<file path="src/rtl/ps2_keymatrix.sv">
// PS/2 set-2 key events to ZX Spectrum 8x5 keyboard matrix, answering port 0xFE reads.
// One flag per physical source, so compound keys only OR into the matrix and never touch real shift flags.
module ps2_keymatrix (
  input  logic       clock_i,
  input  logic       reset_i,
  input  logic       strb_i,
  input  logic       make_i,
  input  logic [7:0] code_i,
  input  logic [7:0] row_i,
  output logic [4:0] cols_o,
  output logic       anykey_o
);

  // Compound source flag indices
  localparam int LSH = 0;
  localparam int RSH = 1;
  localparam int CTL = 2;
  localparam int BKS = 3;
  localparam int LFT = 4;
  localparam int DWN = 5;
  localparam int UP  = 6;
  localparam int RGT = 7;
  localparam int ESC = 8;

  // Direct flags indexed row*5+col; positions 0 (CS) and 36 (SS) have no direct key and stay 0
  logic [39:0] dir_q, dir_d;
  logic [8:0]  cmp_q, cmp_d;
  logic [39:0] mat;
  logic [4:0]  sel;
  logic [4:0]  cols_q;
  logic        any_q;

  always_comb begin
    dir_d = dir_q;
    cmp_d = cmp_q;
    if (strb_i) begin
      case (code_i)
        8'h1A: dir_d[1]  = make_i;
        8'h22: dir_d[2]  = make_i;
        8'h21: dir_d[3]  = make_i;
        8'h2A: dir_d[4]  = make_i;
        8'h1C: dir_d[5]  = make_i;
        8'h1B: dir_d[6]  = make_i;
        8'h23: dir_d[7]  = make_i;
        8'h2B: dir_d[8]  = make_i;
        8'h34: dir_d[9]  = make_i;
        8'h15: dir_d[10] = make_i;
        8'h1D: dir_d[11] = make_i;
        8'h24: dir_d[12] = make_i;
        8'h2D: dir_d[13] = make_i;
        8'h2C: dir_d[14] = make_i;
        8'h16: dir_d[15] = make_i;
        8'h1E: dir_d[16] = make_i;
        8'h26: dir_d[17] = make_i;
        8'h25: dir_d[18] = make_i;
        8'h2E: dir_d[19] = make_i;
        8'h45: dir_d[20] = make_i;
        8'h46: dir_d[21] = make_i;
        8'h3E: dir_d[22] = make_i;
        8'h3D: dir_d[23] = make_i;
        8'h36: dir_d[24] = make_i;
        8'h4D: dir_d[25] = make_i;
        8'h44: dir_d[26] = make_i;
        8'h43: dir_d[27] = make_i;
        8'h3C: dir_d[28] = make_i;
        8'h35: dir_d[29] = make_i;
        8'h5A: dir_d[30] = make_i;
        8'h4B: dir_d[31] = make_i;
        8'h42: dir_d[32] = make_i;
        8'h3B: dir_d[33] = make_i;
        8'h33: dir_d[34] = make_i;
        8'h29: dir_d[35] = make_i;
        8'h3A: dir_d[37] = make_i;
        8'h31: dir_d[38] = make_i;
        8'h32: dir_d[39] = make_i;
        8'h12: cmp_d[LSH] = make_i;
        8'h59: cmp_d[RSH] = make_i;
        8'h14: cmp_d[CTL] = make_i;
        8'h66: cmp_d[BKS] = make_i;
        8'h6B: cmp_d[LFT] = make_i;
        8'h72: cmp_d[DWN] = make_i;
        8'h75: cmp_d[UP]  = make_i;
        8'h74: cmp_d[RGT] = make_i;
        8'h76: cmp_d[ESC] = make_i;
        default: ;
      endcase
    end
  end

  // Compound keys: CS plus a digit (0,5,6,7,8) or Space
  always_comb begin
    mat     = dir_q;
    mat[0]  = dir_q[0] | (|{cmp_q[LSH], cmp_q[RSH], cmp_q[BKS], cmp_q[LFT],
                            cmp_q[DWN], cmp_q[UP], cmp_q[RGT], cmp_q[ESC]});
    mat[36] = dir_q[36] | cmp_q[CTL];
    mat[20] = dir_q[20] | cmp_q[BKS];
    mat[19] = dir_q[19] | cmp_q[LFT];
    mat[24] = dir_q[24] | cmp_q[DWN];
    mat[23] = dir_q[23] | cmp_q[UP];
    mat[22] = dir_q[22] | cmp_q[RGT];
    mat[35] = dir_q[35] | cmp_q[ESC];
  end

  always_comb begin
    sel = 5'b00000;
    for (int r = 0; r < 8; r++) begin
      if (!row_i[r]) sel = sel | mat[r*5 +: 5];
    end
  end

  always_ff @(posedge clock_i or posedge reset_i) begin
    if (reset_i) begin
      dir_q  <= '0;
      cmp_q  <= '0;
      cols_q <= 5'b11111;
      any_q  <= 1'b0;
    end else begin
      dir_q  <= dir_d;
      cmp_q  <= cmp_d;
      cols_q <= ~sel;
      any_q  <= |mat;
    end
  end

  assign cols_o   = cols_q;
  assign anykey_o = any_q;

endmodule
</file>
<file path="config.mk">
export PLATFORM = sky130hd
export DESIGN_NAME = ps2_keymatrix
export DESIGN_NICKNAME = d
export VERILOG_FILES = /design/src/rtl/ps2_keymatrix.sv
export SDC_FILE = /design/constraint.sdc
export NUM_CORES = 1
export LEC_CHECK = 0
export CAP_MARGIN = 20
export CORE_UTILIZATION = 47
export CTS_BUF_LIST = sky130_fd_sc_hd__clkbuf_8
export DETAILED_ROUTE_END_ITERATION = 10
export PLACE_DENSITY_LB_ADDON = 0.2
export SLEW_MARGIN = 20
export SYNTH_ARGS = -nofsm -noshare
export SYNTH_HDL_FRONTEND = slang
export SYNTH_SLANG_ARGS = --single-unit
</file>
<file path="constraint.sdc">
create_clock -name clock_i -period 4.74 [get_ports clock_i]
set_input_delay 0.948 -clock clock_i [delete_from_list [all_inputs] [get_ports clock_i]]
set_output_delay 0.948 -clock clock_i [all_outputs]
set_load 0.02 [all_outputs]
</file>
==> results.yml <==
sta:
  min_period_ns: 2.91
  relSlewSlack_pct: 55.0
  skew_ns: 0.00654
  timing.fmax_ghz: 0.344
  hold_viol_final: 0
  finalMaxSlewViolations: 0
  setup_violations: 0
  hold_slack_ns: 0.533
  tns_ns: 0
  period_share_pct: 61.3
  tightestPinTransition_ns: 0.665
  rsz0062_at_grt: "false"
clocking:
  clockBufferDepth: 2
  htreeDepth: 2
  root_buffer: "clkbuf_8"
  numCtsBuffers: 5
  cts.clk_slew.worst_paths_ns: 0.10
  holdBufCountCts: 0
  post_cts_buffers: 0
  insertion_delay_ns: 0.32
  cts_tree: "built"
  post_cts_resize_count: 0
  clkSinkCount: 53
global_route:
  grt_pass1_vias: 2131
  grt_first_pass_wirelength_mm: 11.2
  globalRouteOverflowTotal: 0
  grt_use_total_pct: 24.1
  antenna_found_initial: 0
  grt_max_degree: 54
critical_path:
  startpoint_type: "primary input"
  crit_type: "primary input to flip-flop"
  critPathSlowestCell: "clkdlybuf4s50_1"
  slowest_delay_ns: 0.78
  worst-path-max-fanout: 17
  crit_arrival_ns: 3.11
  crit_path_end_kind: "flip-flop"
  required_ns: 4.94
  path_cells: "clkdlybuf4s50_1, nand3b_1, nor3_1, mux2_2"
yosys:
  syn_inst: 258
  yosys_warnings: 0
  yosys-top-cells-area: "dfrtp_1 42%, mux2_2 18%, dfstp_2 4.6%"
  syn_area_mm2: 0.00288
  synth_edf_count: 0
  ys_ff_latch: 53
  ys_seq_area_share_pct: 46.3
  async_reset_ff_share_pct: 100
  yosys.area.top_type: "dfrtp_1"
  yosysTopAreaCellShare_pct: 41.8
  synthDistinctLibCells: 39
  synth.net_count: 278
  syn_area_per_cell_um2: 11.1
  ys.flop_type: "dfrtp_1"
floorplan:
  core_area_mm2: 0.00592
  fp.dieW_um: 80.2
  start_util_pct: 48.6
  core.rowCount: 28
  dieArea_mm2: 0.00644
  top_level_ports: 26
  die_h_um: 80.2
detailed_routing:
  ant_nets: 0
  drt-total-wl_mm: 7.04
  wire_per_inst_um: 20.3
  vias_per_cell: 6.18
  dr.max_layer_used: "met4"
  wl_met3_um: 430
  vias: 2146
  route.met2.wl_mm: 3.45
  met1Wirelength_mm: 3.00
  drt-pass1-iter-count: 4
  post-route-drc-count: 0
  drtIter0Drc: 285
worst_hold_path:
  min_path_type: "flip-flop to flip-flop"
final_layout:
  diodes: 0
  nNetsFinal: 291
  layout_common_cells: "48 x dfrtp_1, 46 x mux2_2, 25 x clkdlybuf4s50_1, 19 x nor3_1"
  area_growth_pct: 11.5
  drive_gt1_share_pct: 26.1
  nFillCells: 514
  final-instance-count-excl-fill: 347
  layout_commonest_cell: "dfrtp_1"
power_and_ir_drop:
  power.density_mw_per_mm2: 294
  power.leakage_nw: 1.33
  peakVddDrop_mv: 0.138
place:
  dp_hpwl_mm: 5.19
  dp_cells: 339
  numPortBuffers: 25
  gp_congestion: 0.859
run_status:
  status: "finished, final reports clean"
job:
  maxCapViolCount: 0
==> per-layer routing <==
metal,GRT usage (%),up-vias
li1,-,992
met4,9.11,0
met1,31.7,1076
met3,3.41,11
met5,0,-
met2,40.0,67
==> registers in the layout, indices dropped and copies added, names as in the netlist <==
| name | count |
|---|---|
| cols_o | 5 |
| anykey_o | 1 |
| cmp_q | 9 |
| dir_q | 38 |
==> layout make-up <==
class | count | area [um2] | area share [%]
repair buffers | 26 | 258 | 8.03
flip-flops and latches | 53 | 1330 | 41.5
well taps | 75 | 93.8 | 2.93
inverters | 16 | 62.6 | 1.95
clock inverters | 3 | 25.0 | 0.780
clock buffers | 5 | 68.8 | 2.15
multi-input cells | 169 | 1370 | 42.6
==> stage by stage <==
stage	worst slack (ns)	cell area [um2]	total power [mW]	util [%]
3_5_place_dp	1.50	3110	0.683	52.6
5_1_grt	1.70	3210	0.981	54.2
4_1_cts	1.84	3210	0.946	54.2
3_3_place_gp	1.57	3110	0.680	52.6
2_1_floorplan	2.46	2880	0.618	-
6_report	1.83	3210	0.943	54.2
==> synth_stat cells, types with 2 or more instances <==
master     count
a2111oi_0      2
a222oi_1       2
a22o_1         3
and4bb_2       2
buf_2          6
buf_4          3
buf_6          3
clkbuf_1       7
dfrtp_1       48
dfstp_2        5
inv_1         16
mux2_2        46
nand2b_1       4
nand3_1       18
nand3b_1       3
nand4_1        6
nand4bb_1      2
nor2_1         9
nor2b_1        6
nor3_1        19
nor4_1        18
nor4_2         3
nor4b_1        3
o211a_1        2
o221ai_1       2
o22ai_1        5
or4b_4         3
==> worst paths after layout <==
check | slack (ns) | endpoint | depth (start not counted) | startpoint
max | 1.83 | dir_q[24] | 4 | strb_i
min | 0.53 | cmp_q[1] | 1 | cmp_q[1]
max reg2reg | 3.01 | anykey_o | 3 | cmp_q[0]
min reg2reg | 0.53 | cmp_q[1] | 1 | cmp_q[1]
max in group asynchronous | 3.21 | dir_q[22] | 2 | reset_i
min in group asynchronous | 1.07 | anykey_o | 2 | reset_i
==> where the power goes <==
part | internal, mW | switching [mW]
registers | 0.488 | 0.0213
clock network | 0.107 | 0.161
logic | 0.0769 | 0.0879
total | 0.672 | 0.271
==> worst max-delay path, delay by kind of cell <==
kind | cells | cell delay, ns
mux | 1 | 0.38
buf+inv | 1 | 0.78
simple gates | 2 | 1.00
==> cell families after synthesis <==
logic type / after synthesis / synth area share, %
buffers and inverters: 36 / 6.13
DFF: 53 / 46.3
and+or+nand+nor: 105 / 24.4
AOI/OAI and AO/OA: 17 / 4.78
muxes: 47 / 18.4
Note: power is estimated with default switching activity, not from simulation.
